`src/rtl/lsu_pkg.sv`:
```
// ============================================================================
// Module : lsu_pkg
// Purpose: Shared definitions for the load/store unit: access-size codes,
//          FSM state encoding and the misalignment rule.
// Ports  : none (package)
// Rev    : 1.0  initial release
// ============================================================================
`default_nettype none

package lsu_pkg;

  localparam int DATA_W = 32;

  localparam logic [1:0] SZ_BYTE = 2'b00;
  localparam logic [1:0] SZ_HALF = 2'b01;
  localparam logic [1:0] SZ_WORD = 2'b10;  // 2'b11 is also treated as word

  typedef enum logic [1:0] {
    S_IDLE = 2'd0,
    S_RD   = 2'd1,
    S_WR   = 2'd2,
    S_RESP = 2'd3
  } state_t;

  // Half must be 2-byte aligned, word (size 1x) must be 4-byte aligned.
  function automatic logic misaligned(input logic [1:0] size, input logic [1:0] off);
    logic r;
    r = 1'b0;
    if (size[1])
      r = (off != 2'b00);
    else if (size == SZ_HALF)
      r = off[0];
    return r;
  endfunction

endpackage

`default_nettype wire

```
`src/rtl/load_store_unit_if.sv`:
```
// ============================================================================
// Module : load_store_unit_if
// Purpose: Bundles the request/response handshake and the DataMemory port.
//          slave  : the load/store unit's view
//          master : the environment's view (requester plus DataMemory)
// Signals: Req/Wr/Size/SignExt/Addr/StoreData   request
//          Ready/Done/MisalignErr/LoadData        response
//          MemAddress/MemWriteData/MemWrite/MemRead/MemReadData  memory port
// Rev    : 1.0  initial release
// ============================================================================
`default_nettype none

interface load_store_unit_if #(
  parameter int ADDR_W = 32
);
  logic              Req;
  logic              Wr;
  logic [1:0]        Size;
  logic              SignExt;
  logic [ADDR_W-1:0] Addr;
  logic [31:0]       StoreData;
  logic              Ready;
  logic              Done;
  logic              MisalignErr;
  logic [31:0]       LoadData;
  logic [ADDR_W-1:0] MemAddress;
  logic [31:0]       MemWriteData;
  logic              MemWrite;
  logic              MemRead;
  logic [31:0]       MemReadData;

  modport slave (
    input  Req, Wr, Size, SignExt, Addr, StoreData, MemReadData,
    output Ready, Done, MisalignErr, LoadData, MemAddress, MemWriteData, MemWrite, MemRead
  );

  modport master (
    output Req, Wr, Size, SignExt, Addr, StoreData, MemReadData,
    input  Ready, Done, MisalignErr, LoadData, MemAddress, MemWriteData, MemWrite, MemRead
  );
endinterface

`default_nettype wire

```
`src/rtl/lsu_lane_align.sv`:
```
// ============================================================================
// Module : lsu_lane_align
// Purpose: Combinational little-endian lane logic shared by the load path
//          (extract + extend) and the sub-word store read-modify-write path.
// Ports  : i_word    memory word (read data)
//          i_off     byte offset Addr[1:0]
//          i_size    access size code
//          i_sext    1 = sign-extend on extract
//          i_data    store data, right-justified (low 16 bits used)
//          o_extract selected lane, extended to 32 bits
//          o_merge   i_word with the addressed lane replaced by i_data
// Rev    : 1.0  initial release
// ============================================================================
`default_nettype none

module lsu_lane_align
  import lsu_pkg::*;
(
  input  wire logic [DATA_W-1:0] i_word,
  input  wire logic [1:0]        i_off,
  input  wire logic [1:0]        i_size,
  input  wire logic              i_sext,
  input  wire logic [15:0]       i_data,
  output logic      [DATA_W-1:0] o_extract,
  output logic      [DATA_W-1:0] o_merge
);

  logic [4:0]        w_bsh;   // bit shift of the addressed byte lane
  logic [4:0]        w_hsh;   // bit shift of the addressed half lane
  logic [DATA_W-1:0] w_bshifted;
  logic [DATA_W-1:0] w_hshifted;
  logic [7:0]        w_byte;
  logic [15:0]       w_half;

  assign w_bsh      = {i_off, 3'b000};
  assign w_hsh      = {i_off[1], 4'b0000};
  assign w_bshifted = i_word >> w_bsh;
  assign w_hshifted = i_word >> w_hsh;
  assign w_byte     = w_bshifted[7:0];
  assign w_half     = w_hshifted[15:0];

  always_comb begin
    o_extract = i_word;
    o_merge   = i_word;
    if (!i_size[1]) begin
      if (i_size == SZ_HALF) begin
        o_extract = {{16{i_sext & w_half[15]}}, w_half};
        o_merge   = (i_word & ~(32'h0000_FFFF << w_hsh)) | ({16'h0, i_data} << w_hsh);
      end else begin
        o_extract = {{24{i_sext & w_byte[7]}}, w_byte};
        o_merge   = (i_word & ~(32'h0000_00FF << w_bsh)) | ({24'h0, i_data[7:0]} << w_bsh);
      end
    end
  end

endmodule

`default_nettype wire

```
`src/rtl/load_store_unit.sv`:
```
// ============================================================================
// Module : load_store_unit
// Purpose: MEM-stage initiator for a word-wide DataMemory. Executes byte,
//          half and word loads/stores with a Req/Ready/Done handshake;
//          sub-word stores are read-modify-write; misaligned accesses are
//          reported and never reach memory.
// Ports  : i_clk  clock (posedge)
//          i_rst  asynchronous active-high reset
//          bus    load_store_unit_if.slave (request, response, memory port)
// Rev    : 1.0  initial release
// ============================================================================
`default_nettype none

module load_store_unit
  import lsu_pkg::*;
#(
  parameter int ADDR_W = 32
)(
  input  wire logic        i_clk,
  input  wire logic        i_rst,
  load_store_unit_if.slave bus
);

  state_t              r_state;
  logic                r_wr;
  logic [1:0]          r_size;
  logic                r_sext;
  logic [1:0]          r_off;
  logic [15:0]         r_sdata;
  logic                r_done;
  logic                r_misalign;
  logic [DATA_W-1:0]   r_load_data;
  logic [ADDR_W-1:0]   r_mem_addr;
  logic [DATA_W-1:0]   r_mem_wdata;
  logic                r_mem_write;
  logic                r_mem_read;
  logic [DATA_W-1:0]   w_extract;
  logic [DATA_W-1:0]   w_merge;

  lsu_lane_align u_align (
    .i_word    (bus.MemReadData),
    .i_off     (r_off),
    .i_size    (r_size),
    .i_sext    (r_sext),
    .i_data    (r_sdata),
    .o_extract (w_extract),
    .o_merge   (w_merge)
  );

  always_ff @(posedge i_clk or posedge i_rst) begin
    if (i_rst) begin
      r_state     <= S_IDLE;
      r_wr        <= 1'b0;
      r_size      <= SZ_BYTE;
      r_sext      <= 1'b0;
      r_off       <= 2'b00;
      r_sdata     <= '0;
      r_done      <= 1'b0;
      r_misalign  <= 1'b0;
      r_load_data <= '0;
      r_mem_addr  <= '0;
      r_mem_wdata <= '0;
      r_mem_write <= 1'b0;
      r_mem_read  <= 1'b0;
    end else begin
      // Pulses and enables default low; each state raises what it owns.
      r_done      <= 1'b0;
      r_misalign  <= 1'b0;
      r_mem_write <= 1'b0;
      r_mem_read  <= 1'b0;
      case (r_state)
        S_IDLE: begin
          // Ready is high whenever we are here out of reset.
          if (bus.Req) begin
            r_wr    <= bus.Wr;
            r_size  <= bus.Size;
            r_sext  <= bus.SignExt;
            r_off   <= bus.Addr[1:0];
            r_sdata <= bus.StoreData[15:0];
            if (misaligned(bus.Size, bus.Addr[1:0])) begin
              r_state    <= S_RESP;
              r_done     <= 1'b1;
              r_misalign <= 1'b1;
              if (!bus.Wr)
                r_load_data <= '0;
            end else if (bus.Wr && bus.Size[1]) begin
              r_state     <= S_WR;
              r_mem_write <= 1'b1;
              r_mem_addr  <= {bus.Addr[ADDR_W-1:2], 2'b00};
              r_mem_wdata <= bus.StoreData;
            end else begin
              // Loads and sub-word stores both start by reading the word.
              r_state    <= S_RD;
              r_mem_read <= 1'b1;
              r_mem_addr <= {bus.Addr[ADDR_W-1:2], 2'b00};
            end
          end
        end
        S_RD: begin
          if (r_wr) begin
            r_state     <= S_WR;
            r_mem_write <= 1'b1;
            r_mem_wdata <= w_merge;
          end else begin
            r_state     <= S_RESP;
            r_done      <= 1'b1;
            r_load_data <= w_extract;
            r_mem_addr  <= '0;
          end
        end
        S_WR: begin
          r_state     <= S_RESP;
          r_done      <= 1'b1;
          r_mem_addr  <= '0;
          r_mem_wdata <= '0;
        end
        default: begin
          r_state <= S_IDLE;
        end
      endcase
    end
  end

  assign bus.Ready        = (r_state == S_IDLE) && !i_rst;
  assign bus.Done         = r_done;
  assign bus.MisalignErr  = r_misalign;
  assign bus.LoadData     = r_load_data;
  assign bus.MemAddress   = r_mem_addr;
  assign bus.MemWriteData = r_mem_wdata;
  assign bus.MemWrite     = r_mem_write;
  assign bus.MemRead      = r_mem_read;

endmodule

`default_nettype wire
```
`src/flat_wrapper.sv`:
```
// flat-port wrapper written by rule: the top's interface ports become plain ports
module load_store_unit_flat import lsu_pkg::*;
#(
  parameter int ADDR_W = 32
)
  (i_clk, i_rst, bus_Req, bus_Wr, bus_Size, bus_SignExt, bus_Addr, bus_StoreData, bus_MemReadData, bus_Ready, bus_Done, bus_MisalignErr, bus_LoadData, bus_MemAddress, bus_MemWriteData, bus_MemWrite, bus_MemRead);
  load_store_unit_if #(.ADDR_W(ADDR_W)) bus_i ();
  input  wire logic i_clk;
  input  wire logic i_rst;
  input wire logic [$bits(bus_i.Req)-1:0] bus_Req;
  input wire logic [$bits(bus_i.Wr)-1:0] bus_Wr;
  input wire logic [$bits(bus_i.Size)-1:0] bus_Size;
  input wire logic [$bits(bus_i.SignExt)-1:0] bus_SignExt;
  input wire logic [$bits(bus_i.Addr)-1:0] bus_Addr;
  input wire logic [$bits(bus_i.StoreData)-1:0] bus_StoreData;
  input wire logic [$bits(bus_i.MemReadData)-1:0] bus_MemReadData;
  output wire logic [$bits(bus_i.Ready)-1:0] bus_Ready;
  output wire logic [$bits(bus_i.Done)-1:0] bus_Done;
  output wire logic [$bits(bus_i.MisalignErr)-1:0] bus_MisalignErr;
  output wire logic [$bits(bus_i.LoadData)-1:0] bus_LoadData;
  output wire logic [$bits(bus_i.MemAddress)-1:0] bus_MemAddress;
  output wire logic [$bits(bus_i.MemWriteData)-1:0] bus_MemWriteData;
  output wire logic [$bits(bus_i.MemWrite)-1:0] bus_MemWrite;
  output wire logic [$bits(bus_i.MemRead)-1:0] bus_MemRead;
  assign bus_i.Req = bus_Req;
  assign bus_i.Wr = bus_Wr;
  assign bus_i.Size = bus_Size;
  assign bus_i.SignExt = bus_SignExt;
  assign bus_i.Addr = bus_Addr;
  assign bus_i.StoreData = bus_StoreData;
  assign bus_i.MemReadData = bus_MemReadData;
  assign bus_Ready = bus_i.Ready;
  assign bus_Done = bus_i.Done;
  assign bus_MisalignErr = bus_i.MisalignErr;
  assign bus_LoadData = bus_i.LoadData;
  assign bus_MemAddress = bus_i.MemAddress;
  assign bus_MemWriteData = bus_i.MemWriteData;
  assign bus_MemWrite = bus_i.MemWrite;
  assign bus_MemRead = bus_i.MemRead;
  load_store_unit #(.ADDR_W(ADDR_W)) u_core (.i_clk(i_clk), .i_rst(i_rst), .bus(bus_i));
endmodule
```
`config.mk`:
```
export PLATFORM = sky130hd
export DESIGN_NAME = load_store_unit_flat
export DESIGN_NICKNAME = d
export VERILOG_FILES = /design/src/rtl/lsu_pkg.sv /design/src/rtl/load_store_unit_if.sv /design/src/rtl/lsu_lane_align.sv /design/src/rtl/load_store_unit.sv /design/src/flat_wrapper.sv
export SDC_FILE = /design/constraint.sdc
export NUM_CORES = 1
export LEC_CHECK = 0
export CAP_MARGIN = 20
export CORE_UTILIZATION = 40
export DETAILED_ROUTE_END_ITERATION = 8
export PLACE_DENSITY = 0.73
export SETUP_SLACK_MARGIN = 0.2
export SYNTH_ARGS = -nofsm -noshare
export SYNTH_HDL_FRONTEND = slang
export SYNTH_SLANG_ARGS = --single-unit
```
`constraint.sdc`:
```
create_clock -name i_clk -period 5.3 [get_ports i_clk]
set_input_delay 1.59 -clock i_clk [delete_from_list [all_inputs] [get_ports i_clk]]
set_output_delay 1.59 -clock i_clk [all_outputs]
set_load 0.01 [all_outputs]
```
After elaboration in Yosys (flattened, before gate mapping). Index checks and enable logic that the tools add are counted.

Reductions and logical operators: 11. Shift operators: 6. Mux-type cells: 41. Eq/ne operators: 11. Bitwise logic cells: 8.

Operators with widths (count): $mux 32 (15); $pmux 32 s3 (2); $and 32x32->32 (2); $not 32->32 (2); $or 32x32->32 (2); $pmux 32 s2 (1); $shl 16x5->32 (1); $shl 16x5->32 const A (1); $shl 8x5->32 (1); $shl 8x5->32 const A (1); $shr 32x5->16 (1); $shr 32x5->8 (1); $mux 1 (17); $reduce_and 5->1 (2); $ne 2x2->1 const B (4); $eq 2x1->1 const B (3); $mux 2 (3); $ne 2x1->1 const B (3); $pmux 2 s3 (1); $reduce_and 4->1 (1); $reduce_bool 2->1 (2); $pmux 1 s3 (1); $reduce_bool 3->1 (1); $and 1x1->1 (2); other kinds (6) (7).

Output and inout bits: 101. Word-level logic and storage cells: 90. Register bits after elaboration: 124.

Logic depth before layout (Yosys ltp). Gate-level depths: netlist of run 1.

Depth in word-level cells: 8. Gate-level depth with buffers: 8.

Hierarchy. From an unflattened synthesis of run 1, not the netlist that was laid out.

Cell total of the unflattened synthesis: 749. Area, all modules: 6712.7 um^2.

Modules (own cells, without submodules): load_store_unit (times used 1, area each 5436.5 um^2, cells each 551); lsu_lane_align (times used 1, area each 1276.2 um^2, cells each 198).

Least setup slack after synthesis of run 1. No wires, ideal clock.

Kind: in2out. Start: in i_rst. End: out bus_Ready. Stages: 1. Data arrival time: 1.747 ns. Setup slack: 1.963 ns. Buffers on the path: 0. Path through: nor2_1.

Word-level cells in the longest chain between the ends: 2.

RTL lines: start: declaration (RTL line flat_wrapper.sv:9) `input wire logic i_rst;`; $logic_not 1->1 (no line); $logic_and 1x1->1 (RTL line load_store_unit.sv:124) `assign bus.Ready = (r_state == S_IDLE) && !i_rst;`; end: declaration (RTL line flat_wrapper.sv:17) `output wire logic [$bits(bus_i.Ready)-1:0] bus_Ready;`.

Every way passes these cells.

Worst setup path in the final report of run 1. Ends and elaborated chain as after synthesis.

==> flow_summary.ini, run 1 <==
[clocking]
cts_setup_buffers = 0
htreeDepth = 4
hold_buffers = 0
cts.repair.resized = 0
clock-root-buffer = clkbuf_16
tritoncts = done
cts_buffers = 17
clk_pin_slew_ns = 0.05
clockBufferDepth = 2
worst_skew_pair.late_latency_ns = 0.42
clock-sinks = 122

[grt]
grt-busiest-layer = met2
overflow = 0
use_met2_pct = 42.0
gr-usage-met1_pct = 32.8
grt_use_met3_pct = 7.38
grt_start_max_net_pins = 123
grt_pass1_wl_um = 31800
grt_pass1_vias = 5790
antenna_found_initial = 0
grt_util_all_layers_pct = 26.2

[timing]
min_period_ns = 4.29
rsz0062_at_grt = no
hold_violations = 0
fin_setup_tns_ns = 0
period_share_pct = 81.0
drv_slew = 0
max-slew-margin-rel_pct = 33.7
worst_slew_pin_slew_ns = 0.994
hold_ws_ns = 0.493
fmaxAchievable_ghz = 0.233
fin_skew_ns = 0.00829
finalSetupViolations = 0

[floorplanning]
dieArea_um2 = 16100
ios = 204
coreArea_um2 = 15200
initial_core_util_pct = 41.1
dieHeight_um = 127
std_cell_rows = 45
die_x_um = 127

[min_path]
hp-class = reg -> reg

[synth]
synth_edf_count = 0
synthArstFlopShare_pct = 100
ys_ff_latch = 122
synth-seq-area-share_pct = 48.9
synth-simple-area-share_pct = 9.23
synth_ff_type = dfrtp_1
post-synth-top-area-fraction_pct = 48.9
ys_warn_count = 0
synth_top_area_cell = dfrtp_1
avgSynthCellArea_um2 = 10.2
synthAdderAreaFrac_pct = 0.801
synthCells = 615
synthXorXnorAreaFrac_pct = 0
synth_top_family_by_area = compound AO/OA/AOI/OAI gates
synth_mux_area_share_pct = 10.1
synth_common_cells = 122 x dfrtp_1, 80 x o21ai_0, 66 x nand2_1
ys_top_cells_by_area = dfrtp_1 49%, mux2_2 8.3%, o21ai_0 6.4%
synth.most_common_cell = dfrtp_1
syn_area_um2 = 6250
synth_compound_area_share_pct = 25.4
yosysUniqueCellTypes = 46

[drt]
wl_um = 20800
drc = 0
vias_per_cell = 5.82
drt-initial-drc-count = 462
num_vias = 5761
wl_per_cell_um = 21.0
postRouteAntennaNets = 0
firstDrtPassIters = 5

[setup_path]
critPathMaxFanout = 2
critPathArrivalTime_ns = 2.70
max_stage_delay_ns = 0.54
path_common_cell = clkdlybuf4s50_1
path_buf_inv = 2
path_delay_family = buffers and inverters
crit_slowest_cell = clkdlybuf4s50_1
end_kind = output pin
critPathKind = in -> out
required_ns = 3.71
start_kind = input port
worstPathCellList = clkdlybuf4s50_1, nor2_1, clkdlybuf4s50_1

[pwr]
ir_drop_uv = 268
power_density_nw_per_um2 = 644
power.leakage_nw = 3.72

[placement]
dpl_cell_area_um2 = 8360
port_buffers = 201
hpwl_um = 14800
gp_congestion = 0.885

[finish]
drive_gt1_share_pct = 11.7
synthToLayoutAreaGrowth_pct = 43.3
finalInstanceArea_um2 = 8950
diodes = 0
finalNetCount = 897

[run_status]
outcome = finished, final reports clean

[flow_run]
drv_cap = 0
[registers in the layout, summed over array words and instances (netlist names)]
signal / count
u_core.bus.MemWrite: 1
u_core.r_sdata: 16
u_core.bus.MemAddress: 30
u_core.r_state: 2
u_core.bus.MemRead: 1
u_core.bus.MisalignErr: 1
u_core.bus.Done: 1
u_core.bus.LoadData: 32
u_core.bus.MemWriteData: 32
u_core.r_wr: 1
u_core.r_off: 2
u_core.r_sext: 1
u_core.r_size: 2
[worst register-to-register path, stage by stage, from the launching register on]
cell and delay, ns:
dfrtp_1 0.40, inv_1 0.09, ha_1 0.79, clkinv_1 0.72
a221o_1 0.54, mux2_2 0.28
[layout by cell type, fill, tap and decap left out, types with 6 or more instances in the layout]
cell / synthesis / final
nor2_1: 9 / 9
dfrtp_1: 122 / 122
o221ai_1: 17 / 17
mux2_2: 46 / 46
mux2i_1: 11 / 11
clkdlybuf4s50_1: 0 / 201
o211ai_1: 32 / 32
a221o_1: 16 / 16
inv_1: 28 / 27
nand3b_1: 8 / 8
clkbuf_16: 0 / 17
o2bb2ai_1: 16 / 16
a21oi_1: 28 / 28
nor2b_1: 11 / 11
a22o_1: 16 / 16
nand2_1: 66 / 66
buf_4: 2 / 7
a222oi_1: 7 / 7
o32ai_1: 6 / 6
o21ai_0: 80 / 80
[path summary, 6_finish.rpt]
check | endpoint | from | slack, ns | cells after the start
setup / recovery | bus_Ready | i_rst | 1.01 | 3
hold / removal | u_core.bus.LoadData[19] | u_core.bus.LoadData[19] | 0.49 | 1
setup reg to reg | u_core.bus.MemWriteData[29] | u_core.r_state[0] | 2.36 | 5
hold reg to reg | u_core.bus.LoadData[19] | u_core.bus.LoadData[19] | 0.49 | 1
max in group asynchronous | u_core.bus.MemWriteData[29] | i_rst | 3.08 | 3
min in group asynchronous | u_core.bus.MemAddress[12] | i_rst | 1.73 | 3
[report_power, final]
part | internal [mW] | leakage, nW | switching (mW) | total (mW)
registers | 1.33 | 1.57 | 0.336 | 1.67
logic | 1.41 | 1.87 | 1.53 | 2.94
clock network | 0.744 | 0.284 | 0.413 | 1.16
total | 3.49 | 3.72 | 2.28 | 5.77
[final cells by class]
type                    instances  area (µm²)
flip-flops and latches        122        3050
multi-input cells             408        2860
clock buffers                  22         454
repair buffers                211        2110
fillers                      1298        6250
well taps                     188         235
inverters                      30         115
clock inverters                 9         123
[cell families (layout without fill, tap and decap cells)]
logic type / after synthesis / count (layout)
AOI/OAI and AO/OA: 227 / 227
DFF: 122 / 122
and+or+nand+nor: 118 / 118
buffers and inverters: 86 / 272
muxes: 57 / 57
adders and majority gates: 4 / 4
other: 1 / 2
[layer usage]
| layer | part of all wire (%) | vias to the layer above | routed length, µm |
|---|---|---|---|
| li1 | - | 2621 | - |
| met2 | 46 | 295 | 9620 |
| met5 | 0 | - | 0 |
| met3 | 8.9 | 38 | 1840 |
| met1 | 42 | 2807 | 8730 |
| met4 | 2.8 | 0 | 579 |
[per-stage QoR]
stage                     power, mW  cells  utilization (%)  worst slack, ns
after floorplan                3.43    616                -            0.467
after global placement         4.48    957             54.9             1.00
after detailed placement       4.60    958             55.0             1.01
after CTS                      5.77    989             58.8             1.00
after global routing           6.11    990             58.9            0.981
final                          5.77    990             58.9             1.01
Power figures use the tool's default switching activity.
==> inputs of run 2 (changes only) <==
Clock period 5.3 ns to 4.06 ns, I/O delays scaled along.
==> run 2 against run 1 <==
Sequential power increased by 31%; total power grew 34%; clock power rose by 44%; non-clock buffer count is the same; utilization up 0.49 points; critical path depth unchanged; clock-buffer cell count is 4 lower; cell count is 0.10% higher; clock skew decreased by 0.0020 ns.
==> flow_summary.ini, run 2 (synthesis gave the netlist of run 1 again) <==
[finish]
drive_gt1_share_pct = 12.2
synthToLayoutAreaGrowth_pct = 44.5
final_common_cell = clkdlybuf4s50_1
diodes = 0
final_cell_mix = 201 x clkdlybuf4s50_1, 122 x dfrtp_1, 80 x o21ai_0
finalNetCount = 897

[drt]
wl_um = 20600
vias_per_cell = 5.90
firstDrtPassIters = 6
drt-initial-drc-count = 463
postRouteAntennaNets = 0
wl_per_cell_um = 20.8
num_vias = 5842
drc = 0

[setup_path]
path_buf_inv = 2
crit_slowest_cell = clkdlybuf4s50_1
worstPathCellList = clkdlybuf4s50_1, nor2_1, clkdlybuf4s50_1
critPathArrivalTime_ns = 2.32
critPathKind = in -> out
critPathMaxFanout = 2
path_common_cell = clkdlybuf4s50_1
max_stage_delay_ns = 0.53
required_ns = 2.84
end_kind = output pin
start_kind = input port
path_delay_family = buffers and inverters

[grt]
grt_pass1_wl_um = 31900
overflow = 0
grt_pass1_vias = 5974
grt_util_all_layers_pct = 26.0
antenna_found_initial = 0
grt_start_max_net_pins = 93

[pwr]
power_frac_seq_pct = 28.3
clkPwrFrac_pct = 21.7
internal_power_mw = 4.68
p_sw_mw = 3.03
swShare_pct = 39.3
combPwrFrac_pct = 50.1
ir_drop_uv = 445
finalPower_mw = 7.70
power_density_nw_per_um2 = 853
power.leakage_nw = 3.74

[placement]
dp_slack_ns = 0.525
port_buffers = 201
gp_congestion = 0.880
hpwl_um = 14800

[floorplanning]
ios = 204
dieHeight_um = 127
initial_core_util_pct = 41.1
dieArea_um2 = 16100
std_cell_rows = 45
coreArea_um2 = 15200
die_x_um = 127

[clocking]
cts_setup_buffers = 0
htreeDepth = 4
clk_pin_slew_ns = 0.05
tritoncts = done
clockBufferDepth = 2
clock-sinks = 122
worst_skew_pair.late_latency_ns = 0.42
hold_buffers = 0
cts_buffers = 17
clock-root-buffer = clkbuf_16
cts.repair.resized = 0

[timing]
drv_slew = 0
fin_skew_ns = 0.00626
period_share_pct = 87.1
max-slew-margin-rel_pct = 33.8
finalSetupViolations = 0
fmaxAchievable_ghz = 0.283
min_period_ns = 3.53
worst_slack_ns = 0.525
fin_setup_tns_ns = 0
hold_violations = 0
rsz0062_at_grt = no
worst_slew_pin_slew_ns = 0.994

[run_status]
outcome = finished, final reports clean

[flow_run]
drv_cap = 0

[min_path]
hp-class = reg -> reg
==> run 2: area by class of cell <==
type	count	area, µm²
Fill cell	1263	6170
Sequential cell	122	3050
Inverter	30	116
Timing Repair Buffer	211	2110
Clock inverter	14	221
Clock buffer	18	429
Tap cell	188	235
Multi-Input combinational cell	408	2860
==> run 2: metal layers <==
metal	part of all wire (%)	GRT usage (%)	wire length, µm	vias to the layer above
met4	2.4	9.87	500	0
li1	-	-	-	2630
met3	9.8	9.03	2030	46
met1	40	32.1	8320	2861
met5	0	0	0	-
met2	47	42.0	9780	305
==> run 2: worst reg2reg max path, delay by kind of cell, from the launching register on <==
| family | cells | cell delay [ns] |
|---|---|---|
| adders and majority gates | 1 | 0.79 |
| DFF | 1 | 0.39 |
| buffers and inverters | 2 | 0.79 |
| muxes | 1 | 0.28 |
| AOI/OAI and AO/OA | 1 | 0.53 |
==> run 2: worst paths after layout <==
path,cells after the start,slack (ns),to,startpoint
worst max-delay path,3,0.53,bus_Ready,i_rst
worst min-delay path,1,0.50,u_core.bus.LoadData[25],u_core.bus.LoadData[25]
worst max register to register,5,1.18,u_core.bus.MemWriteData[30],u_core.r_state[0]
worst min register to register,1,0.50,u_core.bus.LoadData[25],u_core.bus.LoadData[25]
max in group asynchronous,3,1.87,u_core.r_sdata[13],i_rst
min in group asynchronous,2,1.29,u_core.bus.MemAddress[10],i_rst
==> run 2: per-stage QoR <==
step,util (%),cells,hold WS [ns],area [µm²]
after floorplan,-,616,0.472,6250
after global placement,54.9,957,0.472,8350
after detailed placement,55.0,958,0.476,8370
after CTS,59.3,990,0.499,9020
after global routing,59.4,991,0.510,9030
final,59.4,991,0.495,9030
==> run 2: power by group through the flow <==
| stage | Clock, mW | Combinational [mW] | Sequential, mW |
|---|---|---|---|
| 3_5_place_dp | 0 | 3.80 | 2.18 |
| 2_1_floorplan | 0 | 2.31 | 2.17 |
| 3_3_place_gp | 0 | 3.67 | 2.15 |
| 6_report | 1.67 | 3.86 | 2.18 |
| 5_1_grt | 1.75 | 4.16 | 2.24 |
| 4_1_cts | 1.69 | 3.83 | 2.17 |
